--- src/rtl/writeback_ctrl.sv ---
// writeback_ctrl
//
// Write-port master for the integer register file. Single-cycle ALU results
// and out-of-order load responses share the register file's one write port.
// Load responses wait in a small FIFO. A bounded-starvation arbiter favours
// the ALU, but forces the FIFO head through after STARVE_LIMIT lost cycles.
// A per-register scoreboard (busy) tracks outstanding loads for the issue
// stage's RAW/WAW interlocks.
//
// Parameters:
//   DEPTH         load-response FIFO entries (>= 1)
//   STARVE_LIMIT  cycles a non-empty FIFO may lose to the ALU (>= 1)
//
// Ports:
//   clk, rst          clock, synchronous active-high reset
//   alu_valid/ready   ALU result handshake; alu_rd, alu_data carry the result
//   ld_issue_valid    a load to ld_issue_rd was issued (marks it busy)
//   ld_resp_valid/ready  LSU load-response handshake; ld_resp_rd, ld_resp_data
//   rf_we, rf_rd, rf_rd_data  registered register-file write port
//   busy              outstanding-load scoreboard, busy[0] is always 0
module writeback_ctrl #(
  parameter int DEPTH        = 2,
  parameter int STARVE_LIMIT = 4
) (
  input  logic        clk,
  input  logic        rst,
  input  logic        alu_valid,
  output logic        alu_ready,
  input  logic [4:0]  alu_rd,
  input  logic [31:0] alu_data,
  input  logic        ld_issue_valid,
  input  logic [4:0]  ld_issue_rd,
  input  logic        ld_resp_valid,
  output logic        ld_resp_ready,
  input  logic [4:0]  ld_resp_rd,
  input  logic [31:0] ld_resp_data,
  output logic        rf_we,
  output logic [4:0]  rf_rd,
  output logic [31:0] rf_rd_data,
  output logic [31:0] busy
);

  localparam int CNT_W = $clog2(DEPTH + 1);
  localparam int PTR_W = (DEPTH > 1) ? $clog2(DEPTH) : 1;
  localparam int STV_W = $clog2(STARVE_LIMIT + 1);

  localparam logic [CNT_W-1:0] DEPTH_C     = CNT_W'(DEPTH);
  localparam logic [PTR_W-1:0] LAST_PTR    = PTR_W'(DEPTH - 1);
  localparam logic [STV_W-1:0] STARVE_MAX  = STV_W'(STARVE_LIMIT);

  logic [4:0]       fifo_rd   [DEPTH];
  logic [31:0]      fifo_data [DEPTH];
  logic [PTR_W-1:0] head;
  logic [PTR_W-1:0] tail;
  logic [CNT_W-1:0] count;
  logic [STV_W-1:0] starve_cnt;

  // Remembers whether the write currently on rf_* came from the load FIFO,
  // since only load writes retire a scoreboard entry.
  logic             rf_from_load;

  logic             fifo_empty;
  logic             force_load;
  logic             alu_win;
  logic             pop;
  logic             push;
  logic [31:0]      busy_next;

  // Circular pointer advance that also works for non-power-of-two depths.
  function automatic logic [PTR_W-1:0] next_ptr(input logic [PTR_W-1:0] p);
    if (p == LAST_PTR) begin
      return '0;
    end
    return p + 1'b1;
  endfunction

  // Arbitration and handshakes. Both ready outputs depend only on registered
  // state and rst, so neither has a combinational path from a valid input.
  // Responses to x0 complete the handshake but are never enqueued.
  always_comb begin
    fifo_empty    = (count == '0);
    force_load    = !fifo_empty && (starve_cnt == STARVE_MAX);
    alu_ready     = !rst && !force_load;
    ld_resp_ready = !rst && (count < DEPTH_C);
    alu_win       = alu_valid && alu_ready;
    pop           = !rst && !alu_win && !fifo_empty;
    push          = ld_resp_valid && ld_resp_ready && (ld_resp_rd != 5'd0);
  end

  // FIFO payload storage. Contents need no reset because count gates reads.
  always_ff @(posedge clk) begin
    if (push) begin
      fifo_rd[tail]   <= ld_resp_rd;
      fifo_data[tail] <= ld_resp_data;
    end
  end

  // FIFO pointers, occupancy and the starvation counter. A push into an empty
  // FIFO is not visible to the arbiter until the next cycle (no bypass).
  always_ff @(posedge clk) begin
    if (rst) begin
      head       <= '0;
      tail       <= '0;
      count      <= '0;
      starve_cnt <= '0;
    end else begin
      if (push) begin
        tail <= next_ptr(tail);
      end
      if (pop) begin
        head <= next_ptr(head);
      end
      if (push && !pop) begin
        count <= count + 1'b1;
      end else if (pop && !push) begin
        count <= count - 1'b1;
      end
      if (fifo_empty || pop) begin
        starve_cnt <= '0;
      end else if (alu_win && (starve_cnt != STARVE_MAX)) begin
        starve_cnt <= starve_cnt + 1'b1;
      end
    end
  end

  // Registered write port. With no winner the index and data hold, only the
  // enable drops.
  always_ff @(posedge clk) begin
    if (rst) begin
      rf_we        <= 1'b0;
      rf_rd        <= 5'd0;
      rf_rd_data   <= 32'd0;
      rf_from_load <= 1'b0;
    end else if (alu_win) begin
      rf_we        <= (alu_rd != 5'd0);
      rf_rd        <= alu_rd;
      rf_rd_data   <= alu_data;
      rf_from_load <= 1'b0;
    end else if (pop) begin
      rf_we        <= 1'b1;
      rf_rd        <= fifo_rd[head];
      rf_rd_data   <= fifo_data[head];
      rf_from_load <= 1'b1;
    end else begin
      rf_we        <= 1'b0;
      rf_from_load <= 1'b0;
    end
  end

  // Scoreboard update. The clear lands on the same edge the register file
  // commits the load data. Applying the set after the clear makes a new issue
  // to the same register win a collision.
  always_comb begin
    busy_next = busy;
    if (rf_we && rf_from_load) begin
      busy_next[rf_rd] = 1'b0;
    end
    if (ld_issue_valid && (ld_issue_rd != 5'd0)) begin
      busy_next[ld_issue_rd] = 1'b1;
    end
    busy_next[0] = 1'b0;
  end

  always_ff @(posedge clk) begin
    if (rst) begin
      busy <= 32'd0;
    end else begin
      busy <= busy_next;
    end
  end

endmodule
--- config.mk ---
export PLATFORM = sky130hd
export DESIGN_NAME = writeback_ctrl
export DESIGN_NICKNAME = d
export VERILOG_FILES = /design/src/rtl/writeback_ctrl.sv
export SDC_FILE = /design/constraint.sdc
export NUM_CORES = 1
export LEC_CHECK = 0
export CORE_MARGIN = 10
export CORE_UTILIZATION = 49
export DETAILED_ROUTE_END_ITERATION = 6
export PLACE_DENSITY = 0.8
export SYNTH_ARGS = -nofsm -noshare
export SYNTH_HDL_FRONTEND = slang
export SYNTH_SLANG_ARGS = --single-unit
--- constraint.sdc ---
create_clock -name clk -period 3.5 [get_ports clk]
set_clock_uncertainty 0.15 [all_clocks]
set_input_delay 0.35 -clock clk [delete_from_list [all_inputs] [get_ports clk]]
set_output_delay 0.35 -clock clk [all_outputs]
set_load 0.05 [all_outputs]
* Word level (Yosys, flattened, before mapping)
Memory sizes are Yosys's and may differ from the RTL's. A register that Yosys moved wholly into a read port is not among the register bits.
Index checks and enable logic that the tools add are counted.
** Storage, ports and cells
- Logic and storage cells :: 87
- Flip-flop bits (word level) :: 78
- Memory bits (writable) :: 74
- Input port bits :: 84
- Memories :: 2
** Operators by class
- Eq/ne operators :: 2
- Reductions and logical operators :: 30
- Add/subtract/negate cells :: 5
- Bitwise gates (word level) :: 3
- Multiplexer cells :: 30
- $lt $le $gt $ge :: 5
** Memory list
- fifo_data :: words 2, bits a word 32, rd ports 1, clocked after Yosys merged registers in 1, write ports 1, RTL line 52 : logic [31:0] fifo_data [DEPTH];
- fifo_rd :: words 2, bits a word 5, rd ports 1, clocked after Yosys merged registers in 1, write ports 1, RTL line 51 : logic [4:0] fifo_rd [DEPTH];
** Operators with widths (number)
- $mux 32 :: 4
- $and 32x32->32 :: 1
- $not 32->32 :: 1
- $or 32x32->32 :: 1
- $mux 1 :: 20
- $logic_and 1x1->1 :: 15
- $reduce_bool 5->1 :: 3
- $lt 5x6->1 const B :: 2
- $demux 1 s5 :: 2
- $ge 5x1->1 const B :: 2
- $mux 5 :: 2
- $logic_not 1->1 :: 6
- $mux 2 :: 2
- $reduce_bool 2->1 :: 2
- $reduce_or 2->1 :: 2
- $add 3x1->3 const B :: 1
- $eq 3x3->1 const B :: 1
- $ne 3x3->1 const B :: 1
- $add 1x1->1 const B :: 2
- $add 2x1->2 const B :: 1
- $logic_not 2->1 :: 1
- $lt 2x2->1 const B :: 1
- $sub 2x1->2 const B :: 1
- $logic_or 1x1->1 :: 1

* Depth between registers and ports, before layout
Gate-level depths: netlist of run 1.
- Depth in word-level cells :: 14
- Mapped depth :: 9
- Gate-level depth less buffers :: 9

* Worst setup path before layout of run 1
Ideal clock, no wire load.
- Kind :: input to register
- From :: input rst
- To :: memory fifo_data[0][0], enable pin
- Setup time :: 0.431 ns
- Required time :: 2.919 ns
- Stages :: 5
- Arrival time :: 3.281 ns
- Path slack :: -0.362 ns
- Cell sequence :: buf_2 -> clkbuf_1 -> nor2_1 -> o211ai_2 -> nor2_1
** On the way
- Longest elaborated chain between the ends :: 6
** Ends and longest elaborated chain
- start: declaration :: RTL line 26 : input logic rst,
- $logic_not 1->1 :: RTL line 84 : ld_resp_ready = !rst && (count < DEPTH_C);
- $logic_and 1x1->1 :: RTL line 84
- named net ld_resp_ready :: RTL line 34 : output logic ld_resp_ready,
- $logic_and 1x1->1 (2 in a row) :: RTL line 87 : push = ld_resp_valid && ld_resp_ready && (ld_resp_rd != 5'd0);
- $mux 1 :: RTL line 92 : if (push) begin
- $mux 1 (implied by the code) :: RTL line 94 : fifo_data[tail] <= ld_resp_data;
- end: declaration :: RTL line 52
The timed path passes the listed nets, and every way through them passes these cells.

* Worst setup path after layout of run 1
- From :: register count[0]
- To :: register rf_rd_data[25]
** On the way
- Longest elaborated chain between the ends :: 10
** Ends and longest elaborated chain
- start: declaration :: RTL line 55 : logic [CNT_W-1:0] count;
- start signal: assignment :: RTL line 114 : count <= count + 1'b1;
- start signal: assignment :: RTL line 116 : count <= count - 1'b1;
- $logic_not 2->1 (*) :: RTL line 81 : fifo_empty = (count == '0);
- $logic_not 1->1 (*) :: RTL line 82, 86
- $logic_and 1x1->1 :: RTL line 82 : force_load = !fifo_empty && (starve_cnt == STARVE_MAX);
- $logic_not 1->1 :: RTL line 83 : alu_ready = !rst && !force_load;
- $logic_and 1x1->1 :: RTL line 83
- $logic_and 1x1->1 :: RTL line 85 : alu_win = alu_valid && alu_ready;
- $logic_not 1->1 :: RTL line 86 : pop = !rst && !alu_win && !fifo_empty;
- $logic_and 1x1->1 (2 in a row) :: RTL line 86
- $reduce_bool 2->1 (no source line)
- end signal: assignment :: RTL line 137 : rf_rd_data <= alu_data;
- end signal: assignment :: RTL line 142 : rf_rd_data <= fifo_data[head];
- end: declaration :: RTL line 39 : output logic [31:0] rf_rd_data,
Every way passes the cells marked *; elsewhere a longest branch is shown, timed or not.
A chain may end at the register's enable or synchronous reset.

==> summary.md, run 1 <==
| Metric | Value |
|---|---|
| CP Cell Sequence | `buf_4 -> or2_1 -> buf_4 -> a21oi_1 -> a22o_1` |
| Multi-input logic area | `around 0.0021 mm^2` |
| Unrepaired setup endpoints after global routing | `false` |
| YS warnings | `0` |
| CTS sink count | `approximately 150` |
| Min-Delay Path Class | `reg2reg` |
| CTS tree | `done` |
| Worst Setup Slack, final | `between 0.8 and 0.9 ns` |
| PnR Total Power | `between 5 and 6 mW` |
| Pin count of the biggest net entering global routing | `43` |
| Total GRT Usage | `18.9%` |
| Placed Instance Area | `0.00768 mm^2` |
| Endpoint class of the critical path | `flip-flop` |
| Main flop type after synthesis | `dfxtp_1` |
| Leakage | `between 2 and 3 nW` |
| FP Rows | `40` |
| Max-slew violation count | `0` |
| Worst endpoint required time | `3.64 ns` |
| Clock slew at reported path FFs | `roughly 0.060 ns` |
| Final Wtd Congestion | `~0.8` |
| Initial DRC Count | `around 420` |
| H-Tree Depth | `4` |
| IO Pins | `156` |
| Starting Density | `50.1%` |
| Routed vias/inst | `about 5.6` |
| Sw Ratio | `between 20 and 30%` |
| Post-synthesis register bit count | `about 150` |
| DRT antenna net count | `0` |
| Synth area leaders | `edfxtp_1 (37%), dfxtp_1 (26%), mux2i_1 (6.1%)` |
| Peak supply drop | `304 uV` |
| Die W | `~130 um` |
| Startpoint Class | `flip-flop` |
| Min Tclk post-route | `between 2 and 3 ns` |
| Clk pwr share | `34.5%` |
| Critical R2R Launch | `count[0]` |
| Die area | `between 0.015 and 0.02 mm^2` |
| Avg Synthesized Cell Area | `~12 um^2` |
| EDFF count, synth | `74` |
| CP delay by family, top | `buffers and inverters` |
| Die H | `between 100 and 150 um` |
| IO buf count | `roughly 150` |
| FFs w/ async S/R, synth | `0%` |
| Storage element area | `0.00379 mm^2` |
| Crit-path slowest cell | `dfxtp_2` |
| Critical path class | `reg2reg` |
| Initial antenna violation count | `1` |
| Placed cells | `just under 800` |
| Post-layout nets | `731` |
| Vias in the first global route | `4837` |
| Root Driver | `clkbuf_16` |
| Yosys top cell area share | `between 30 and 40%` |
| Max stage delay on crit path | `between 0.6 and 0.7 ns` |
| Layout Cells excl Fill | `approximately 820` |
| Final Cycle Share | `around 75%` |
| Reg-to-reg critical path endpoint | `rf_rd_data[25]` |
| Critical path buffers and inverters | `2` |
| Combinational power share | `between 20% and 30%` |
| Fin Hold WS | `between 0.3 and 0.4 ns` |
| Syn-to-layout area delta | `36.4%` |
| Setup violators final | `0` |
| Reg2reg setup slack | `around 0.87 ns` |
| Int Pwr | `3.56 mW` |
| Flop pwr share | `42.3%` |
| DP Worst Slack | `around 0.61 ns` |
| Pwr Density | `slightly above 600 mW/mm^2` |
| Fillers | `approximately 880` |
| Mapped cell area | `approximately 0.006 mm^2` |
| Cts repair resizes | `0` |
| Core Region | `around 0.012 mm^2` |
| Cts hold-fix bufs | `0` |
| Final Hold Viols | `0` |
| Crit path top cell by count | `buf_4` |
| Slew HR | `26.5%` |
| Crit path to | `rf_rd_data[25]` |
| Worst-path maximum fanout | `26` |
| Antenna Diode Count | `0` |
| Maximum clock rate | `between 300 and 400 MHz` |
| Post-synthesis sequential area ratio | `between 60% and 70%` |
| Crit. path cell count | `5` |
| Yosys cell types | `roughly 40` |
| NetSw | `1.50 mW` |
| Post-Route WL | `about 16000 um` |
| First-pass GRT wire length | `~25000 um` |
| Mapped Cells | `497` |
| Worst Tran Pin Value | `~1.1 ns` |
| Max_cap viols | `0` |
| Postcts setup bufs | `0` |
| Critical Path AT | `approximately 2.8 ns` |
| Final instance area | `0.00825 mm^2` |
| Clock buffer depth | `2` |
| Crit path launch | `count[0]` |
| Fraction of layout cells with a size suffix above 1 | `7.77%` |
| Outcome | `finished, final reports clean` |
| Syn Nets | `about 600` |
| Routed WL per cell | `~20 um` |
| HPWL Detailed | `~11000 um` |
| Pre-antenna DRT Iters | `5` |
| Cell taking the most area after synthesis | `edfxtp_1` |
| DR DRC count | `0` |
| Global route overflow | `0` |
| Clk_lat worst skew | `about 0.40 ns` |
| Cts bufs inserted | `17` |
| Routed via count | `4605` |
| R2R cell count | `5` |
-- Yosys cell counts (all sizes together), types with 4 or more instances --
library cell,number
nor3,38
a22o,37
nand2,4
inv,5
or3b,5
a21oi,40
buf,22
clkbuf,10
dfxtp,78
edfxtp,74
nand3b,7
nor2b,35
mux2i,37
nor2,9
o21ai,64
-- logic make-up after synthesis --
| logic type | synth area share (%) |
|---|---|
| multiplexers | 6.50 |
| flip-flops | 62.6 |
| AO/OA/AOI/OAI | 15.3 |
| XOR/XNOR | 0.290 |
| buffers and inverters | 3.19 |
| other | 0.0620 |
| AND/OR/NAND/NOR | 11.4 |
| adder cells (fa/ha/maj) | 0.621 |
-- layout make-up --
class / count / area share (%)
Sequential cell: 152 / 45.9
Multi-Input combinational cell: 308 / 25.3
Timing Repair Buffer: 160 / 19.2
Clock buffer: 22 / 5.63
Tap cell: 168 / 2.55
Clock inverter: 9 / 1.21
Inverter: 5 / 0.228
-- through the flow --
step / setup TNS (ns) / util [%]
2_1_floorplan: -26.82 / -
3_3_place_gp: 0 / 63.7
3_5_place_dp: 0 / 63.7
4_1_cts: 0 / 68.4
5_1_grt: 0 / 68.4
6_report: 0 / 68.4
-- power by group through the flow --
stage	sequential, mW	clock, mW	combinational, mW
after detailed placement	2.17	0	1.17
after CTS	2.14	1.77	1.18
after global routing	2.16	1.85	1.26
after floorplan	2.35	0	0.591
after global placement	2.16	0	1.14
final	2.14	1.75	1.17
-- how the worst min path moves through the flow --
stage	from	end	slack, ns	cells after the start
global placement	tail	tail	0.33	1
finish	tail	tail	0.36	1
global route	ld_resp_data[15]	fifo_data[1][15]	0.38	1
floorplan	tail	tail	0.28	1
detailed placement	tail	tail	0.34	1
CTS	tail	tail	0.36	1
-- layout by cell type, fill, tap and decap left out, types with 4 or more instances in the layout --
cell / count
nand2_1: 4
buf_4: 8
inv_1: 5
edfxtp_1: 74
or3b_2: 5
a21oi_1: 39
nor2b_1: 35
clkbuf_16: 17
clkdlybuf4s50_1: 152
nand3b_1: 7
a22o_1: 37
clkinv_2: 4
nor3_1: 38
nor2_1: 7
dfxtp_1: 75
o21ai_0: 64
mux2i_1: 37
-- layer usage --
metal	track usage [%]	share of wire (%)	wire, um
met3	7.48	9.0	1480
met2	32.1	50	8160
met1	21.4	40	6520
met4	6.28	1.3	216
met5	0	0	0
-- state kept, by name (all words and copies together), names as in the netlist, named ones only --
register,cells
fifo_data,64
rf_from_load,1
starve_cnt,3
rf_we,1
busy,31
fifo_rd,10
tail,1
rf_rd,5
count,2
head,1
rf_rd_data,32
Power figures use the tool's default switching activity.
==> run 2, diff against run 1 <==
--- a/config.mk
+++ b/config.mk
@@ -6,9 +6,9 @@
 export NUM_CORES = 1
 export LEC_CHECK = 0
 export CORE_MARGIN = 10
-export CORE_UTILIZATION = 49
+export CORE_UTILIZATION = 44
 export DETAILED_ROUTE_END_ITERATION = 6
-export PLACE_DENSITY = 0.8
+export PLACE_DENSITY = 0.76
 export SYNTH_ARGS = -nofsm -noshare
 export SYNTH_HDL_FRONTEND = slang
 export SYNTH_SLANG_ARGS = --single-unit
==> constraint.sdc (replaced) <==
create_clock -name clk -period 2.3 [get_ports clk]
set_clock_uncertainty 0.15 [all_clocks]
set_input_delay 0.23 -clock clk [delete_from_list [all_inputs] [get_ports clk]]
set_output_delay 0.23 -clock clk [all_outputs]
set_load 0.05 [all_outputs]
==> run 2 against run 1 <==
Routed wire length shrank 0.24%. Worst setup slack lost 0.79 ns. Sequential power grew 49%. Register-to-register slack lost 0.71 ns. Final area grew 3.2%. Die area grew 9.6%. Core utilization shrank 4.6 points. Largest power group unchanged.
==> summary.md, run 2 (same netlist as run 1, synthesis figures left out) <==
| Metric | Value |
|---|---|
| Reg2reg setup slack | `about 0.16 ns` |
| Routed vias/inst | `between 5 and 6` |
| Cts bufs inserted | `17` |
| IO buf count | `154` |
| Fraction of layout cells with a size suffix above 1 | `between 10% and 20%` |
| Maximum clock rate | `roughly 450 MHz` |
| Clk_lat worst skew | `between 0.4 and 0.5 ns` |
| Top Registers | `fifo_data: 64 flops, rf_rd_data: 32 flops, busy: 31 flops` |
| Cts hold-fix bufs | `0` |
| Critical path class | `in2reg` |
| Die area | `0.0188 mm^2` |
| Die H | `137 um` |
| Max_cap viols | `0` |
| Total GRT Usage | `between 10% and 20%` |
| FP Rows | `42` |
| Syn-to-layout area delta | `40.8%` |
| First-pass GRT wire length | `around 26000 um` |
| Crit path to | `count[1]` |
| CTS sink count | `152` |
| H-Tree Depth | `4` |
| PnR Total Power | `around 8 mW` |
| Outcome | `finished, final reports clean` |
| Slew HR | `a little over a quarter` |
| IO Pins | `between 150 and 200` |
| Core Region | `0.0133 mm^2` |
| Fillers | `about 1000` |
| Crit path launch | `ld_resp_rd[1]` |
| HPWL Detailed | `11700 um` |
| Leakage | `between 2 and 3 nW` |
| Commonest cells after routing, fill and taps aside | `clkdlybuf4s50_1 (152), dfxtp_1 (75), edfxtp_1 (74)` |
| Max reg flops | `64` |
| CTS tree | `done` |
| Min-Delay Path Class | `in2reg` |
| Initial antenna violation count | `0` |
| Setup_tns | `0 ns` |
| Clock buffer depth | `2` |
| Max-slew violation count | `0` |
| Die W | `about 140 um` |
| Starting Density | `between 40% and 50%` |
| Worst Setup Slack, final | `~0.076 ns` |
| Fin Hold WS | `roughly 0.23 ns` |
| Worst-path maximum fanout | `4` |
| Layout Cells excl Fill | `between 800 and 900` |
| Endpoint class of the critical path | `flip-flop` |
| Final Hold Viols | `0` |
| Vias in the first global route | `around 4900` |
| Final Cycle Share | `96.7%` |
| Final instance area | `around 0.0085 mm^2` |
| Final Wtd Congestion | `roughly 0.86` |
| Post-Route WL | `16300 um` |
| Global route overflow | `0` |
| Worst Tran Pin Value | `between 1 and 1.5 ns` |
| Critical Path AT | `2.42 ns` |
| Initial DRC Count | `roughly 380` |
| DRT antenna net count | `0` |
| Reg-to-reg critical path endpoint | `count[1]` |
| Min Tclk post-route | `around 2.2 ns` |
| Clock slew at reported path FFs | `~0.060 ns` |
| Critical R2R Launch | `starve_cnt[0]` |
| R2R cell count | `8` |
| Routed WL per cell | `19.1 um` |
| Setup violators final | `0` |
| Pwr Density | `916 mW/mm^2` |
| Worst endpoint required time | `2.50 ns` |
| Hold Startpoint | `ld_resp_data[14]` |
| Antenna Diode Count | `0` |
| Peak supply drop | `around 500 uV` |
| Placed Instance Area | `between 0.007 and 0.008 mm^2` |
| Routed via count | `around 4700` |
| Post-layout nets | `between 700 and 800` |
| Pre-antenna DRT Iters | `5` |
| Startpoint Class | `primary input` |
| DR DRC count | `0` |
| Placed cells | `819` |
| DP Worst Slack | `-0.402 ns` |
| Post-layout util | `between 60% and 70%` |
| Most common cell after layout, fill and taps aside | `clkdlybuf4s50_1` |
| Root Driver | `clkbuf_16` |
| Pin count of the biggest net entering global routing | `43` |
| Largest Register | `fifo_data` |
run 2: cell types whose count changed in the layout (fill, tap and decap cells not counted), sizes merged:
cell	change
clkinv	-2
clkinvlp	+3
clkbuf	-4
buf	+21
inv	+5
bufinv	-1
run 2: critical path, stage by stage:
cell	delay, ns
clkdlybuf4s50_1	0.43
or4_1	0.62
o211ai_4	0.25
inv_1	0.07
ha_1	0.30
or3_1	0.38
a21oi_1	0.14
run 2: what timing repair did:
item / 4_1_cts / 5_1_grt
endpoints found under the setup margin: 0 / 1
resized for setup: 0 / 1
buffers inserted: 0 / 3
run 2: per-layer routing:
layer	GRT usage [%]	up-vias	routed length, um
met2	28.8	212	7910
met3	6.23	23	1510
met1	20.3	2238	6610
met5	0	-	0
met4	7.08	0	303
li1	-	2214	-
run 2: worst min path at each step:
stage / endpoint / slack [ns] / depth (start not counted)
after floorplan: fifo_data[0][0] / 0.18 / 0
after global placement: tail / 0.33 / 1
after detailed placement: tail / 0.36 / 1
after CTS: fifo_data[1][14] / 0.22 / 1
after global routing: fifo_data[0][23] / 0.23 / 1
final: fifo_data[1][14] / 0.23 / 1
run 2: power by group:
| part | internal (mW) | switching [mW] | leakage (nW) |
|---|---|---|---|
| logic | 0.794 | 1.15 | 1.40 |
| registers | 3.06 | 0.124 | 1.32 |
| clock network | 1.54 | 1.13 | 0.271 |
run 2: area by class of cell:
class	count	area, um^2	area share, %
Clock buffer	18	439	5.16
Tap cell	176	220	2.59
Multi-Input combinational cell	308	2100	24.7
Sequential cell	152	3790	44.5
Inverter	5	18.8	0.221
Timing Repair Buffer	181	1800	21.2
Clock inverter	14	139	1.63
==> RTL edit: new RTL, config.mk and constraints of run 1 <==
Set the parameter `STARVE_LIMIT` to 2 (it was 4).
--- a/src/rtl/writeback_ctrl.sv
+++ b/src/rtl/writeback_ctrl.sv
@@ -20,7 +20,7 @@
 //   busy              outstanding-load scoreboard, busy[0] is always 0
 module writeback_ctrl #(
   parameter int DEPTH        = 2,
-  parameter int STARVE_LIMIT = 4
+  parameter int STARVE_LIMIT = 2
 ) (
   input  logic        clk,
   input  logic        rst,
Function: changed (a bounded check fails within 4 cycles, from zero or initial values and one cycle with rst high).
==> RTL edit against run 1 <==
- wire length down 1.7%
- worst setup slack better by 0.0074 ns
- register-to-register slack better by 0.30 ns
- sequential cell count down 1
- cell area up 0.53%
- clock power down 3%
- power down 8.0%
- synthesized area up 0.99%
==> RTL edit: results (changes against run 1) <==
status: finished clean
sequential area share after synthesis: 61.65% (-0.94 points)
Via Count: 4636 (+0.67%)
critical path's largest stage delay: 0.84 ns (+0.18 ns)
Worst path slowest cell: clkdlybuf4s50_1
TritonRoute pass-1 iters: 4 (-1)
Critical Path AT: 2.12 ns (-0.65 ns)
first-pass GRT wire length: 25340 um (+1.0%)
mux contribution to synthesized area: 6.067% (-0.43 points)
Post-synth top cells: o21ai_0, dfxtp_1, edfxtp_1
Syn Inst Count: 504 (+1.4%)
gr usage total: 18.15% (-0.80 points)
Lkg Pwr: 2.737 nW (-4.6%)
Post-DP Area: 7735 sq um (+0.70%)
via/cell ratio: 5.586 (about the same)
nets: 735 (+0.55%)
largest vdd supply drop: 0.2900 mV (-4.7%)
distinct cell type count after synthesis: 39 (-4.9%)
dpl cells: 798 (+0.63%)
initial antenna violation count: 0 (-1)
pre-CTS setup slack: 0.6734 ns (+0.06353 ns)
Wirelength per Cell: 19.39 um (-2.4%)
synth top area cells: edfxtp_1, dfxtp_1, o21ai_0, mux2i_1, or3_1
Post-Syn Nets: 590 (+1.0%)
crit path max fanout: 4 (-85%)
[RTL edit: cell count changes in the layout (fill, tap and decap cells not counted), sizes merged, moves of 4 or more]
cell	delta
a21oi	-37
a22o	-37
or3	+34
nor3	-33
o21ai	+33
a32o	+18
a31o	+14
nor3b	+14
a221o	+5
nor2	+4
[RTL edit: power groups by stage]
stage / clock (mW) / sequential, mW / combinational, mW
2_1_floorplan: 0 / 2.35 / 0.312
3_3_place_gp: 0 / 2.13 / 0.857
3_5_place_dp: 0 / 2.13 / 0.875
4_1_cts: 1.71 / 2.09 / 0.879
5_1_grt: 1.79 / 2.11 / 0.926
6_report: 1.69 / 2.09 / 0.873
[RTL edit: layout make-up]
cell class                      instances  area [sq um]
Clock buffer                           22         486.7
Tap cell                              168         210.2
Fill cell                             913          3822
Sequential cell                       151          3765
Multi-Input combinational cell        315          2163
Timing Repair Buffer                  160          1582
Inverter                                4         15.01
Clock inverter                         10         67.56
[RTL edit: path summary, 6_finish.rpt]
kind	start	endpoint	slack [ns]	cells after the start
worst max-delay path	starve_cnt[0]$_SDFFE_PP0P_	alu_ready	0.88	5
worst min-delay path	starve_cnt[0]$_SDFFE_PP0P_	starve_cnt[0]$_SDFFE_PP0P_	0.27	1
worst max register to register	count[1]$_SDFFE_PP0P_	rf_rd_data[14]$_SDFFE_PP0P_	1.17	3
worst min register to register	starve_cnt[0]$_SDFFE_PP0P_	starve_cnt[0]$_SDFFE_PP0P_	0.27	1
[RTL edit: layer usage]
| layer | global-route usage (%) | wire, um | vias up |
|---|---|---|---|
| met3 | 6.745 | 1261 | 16 |
| met2 | 30.01 | 7888 | 173 |
| li1 | - | - | 2206 |
| met4 | 5.995 | 174 | 0 |
| met1 | 21.32 | 6770 | 2241 |
| met5 | 0 | 0 | - |
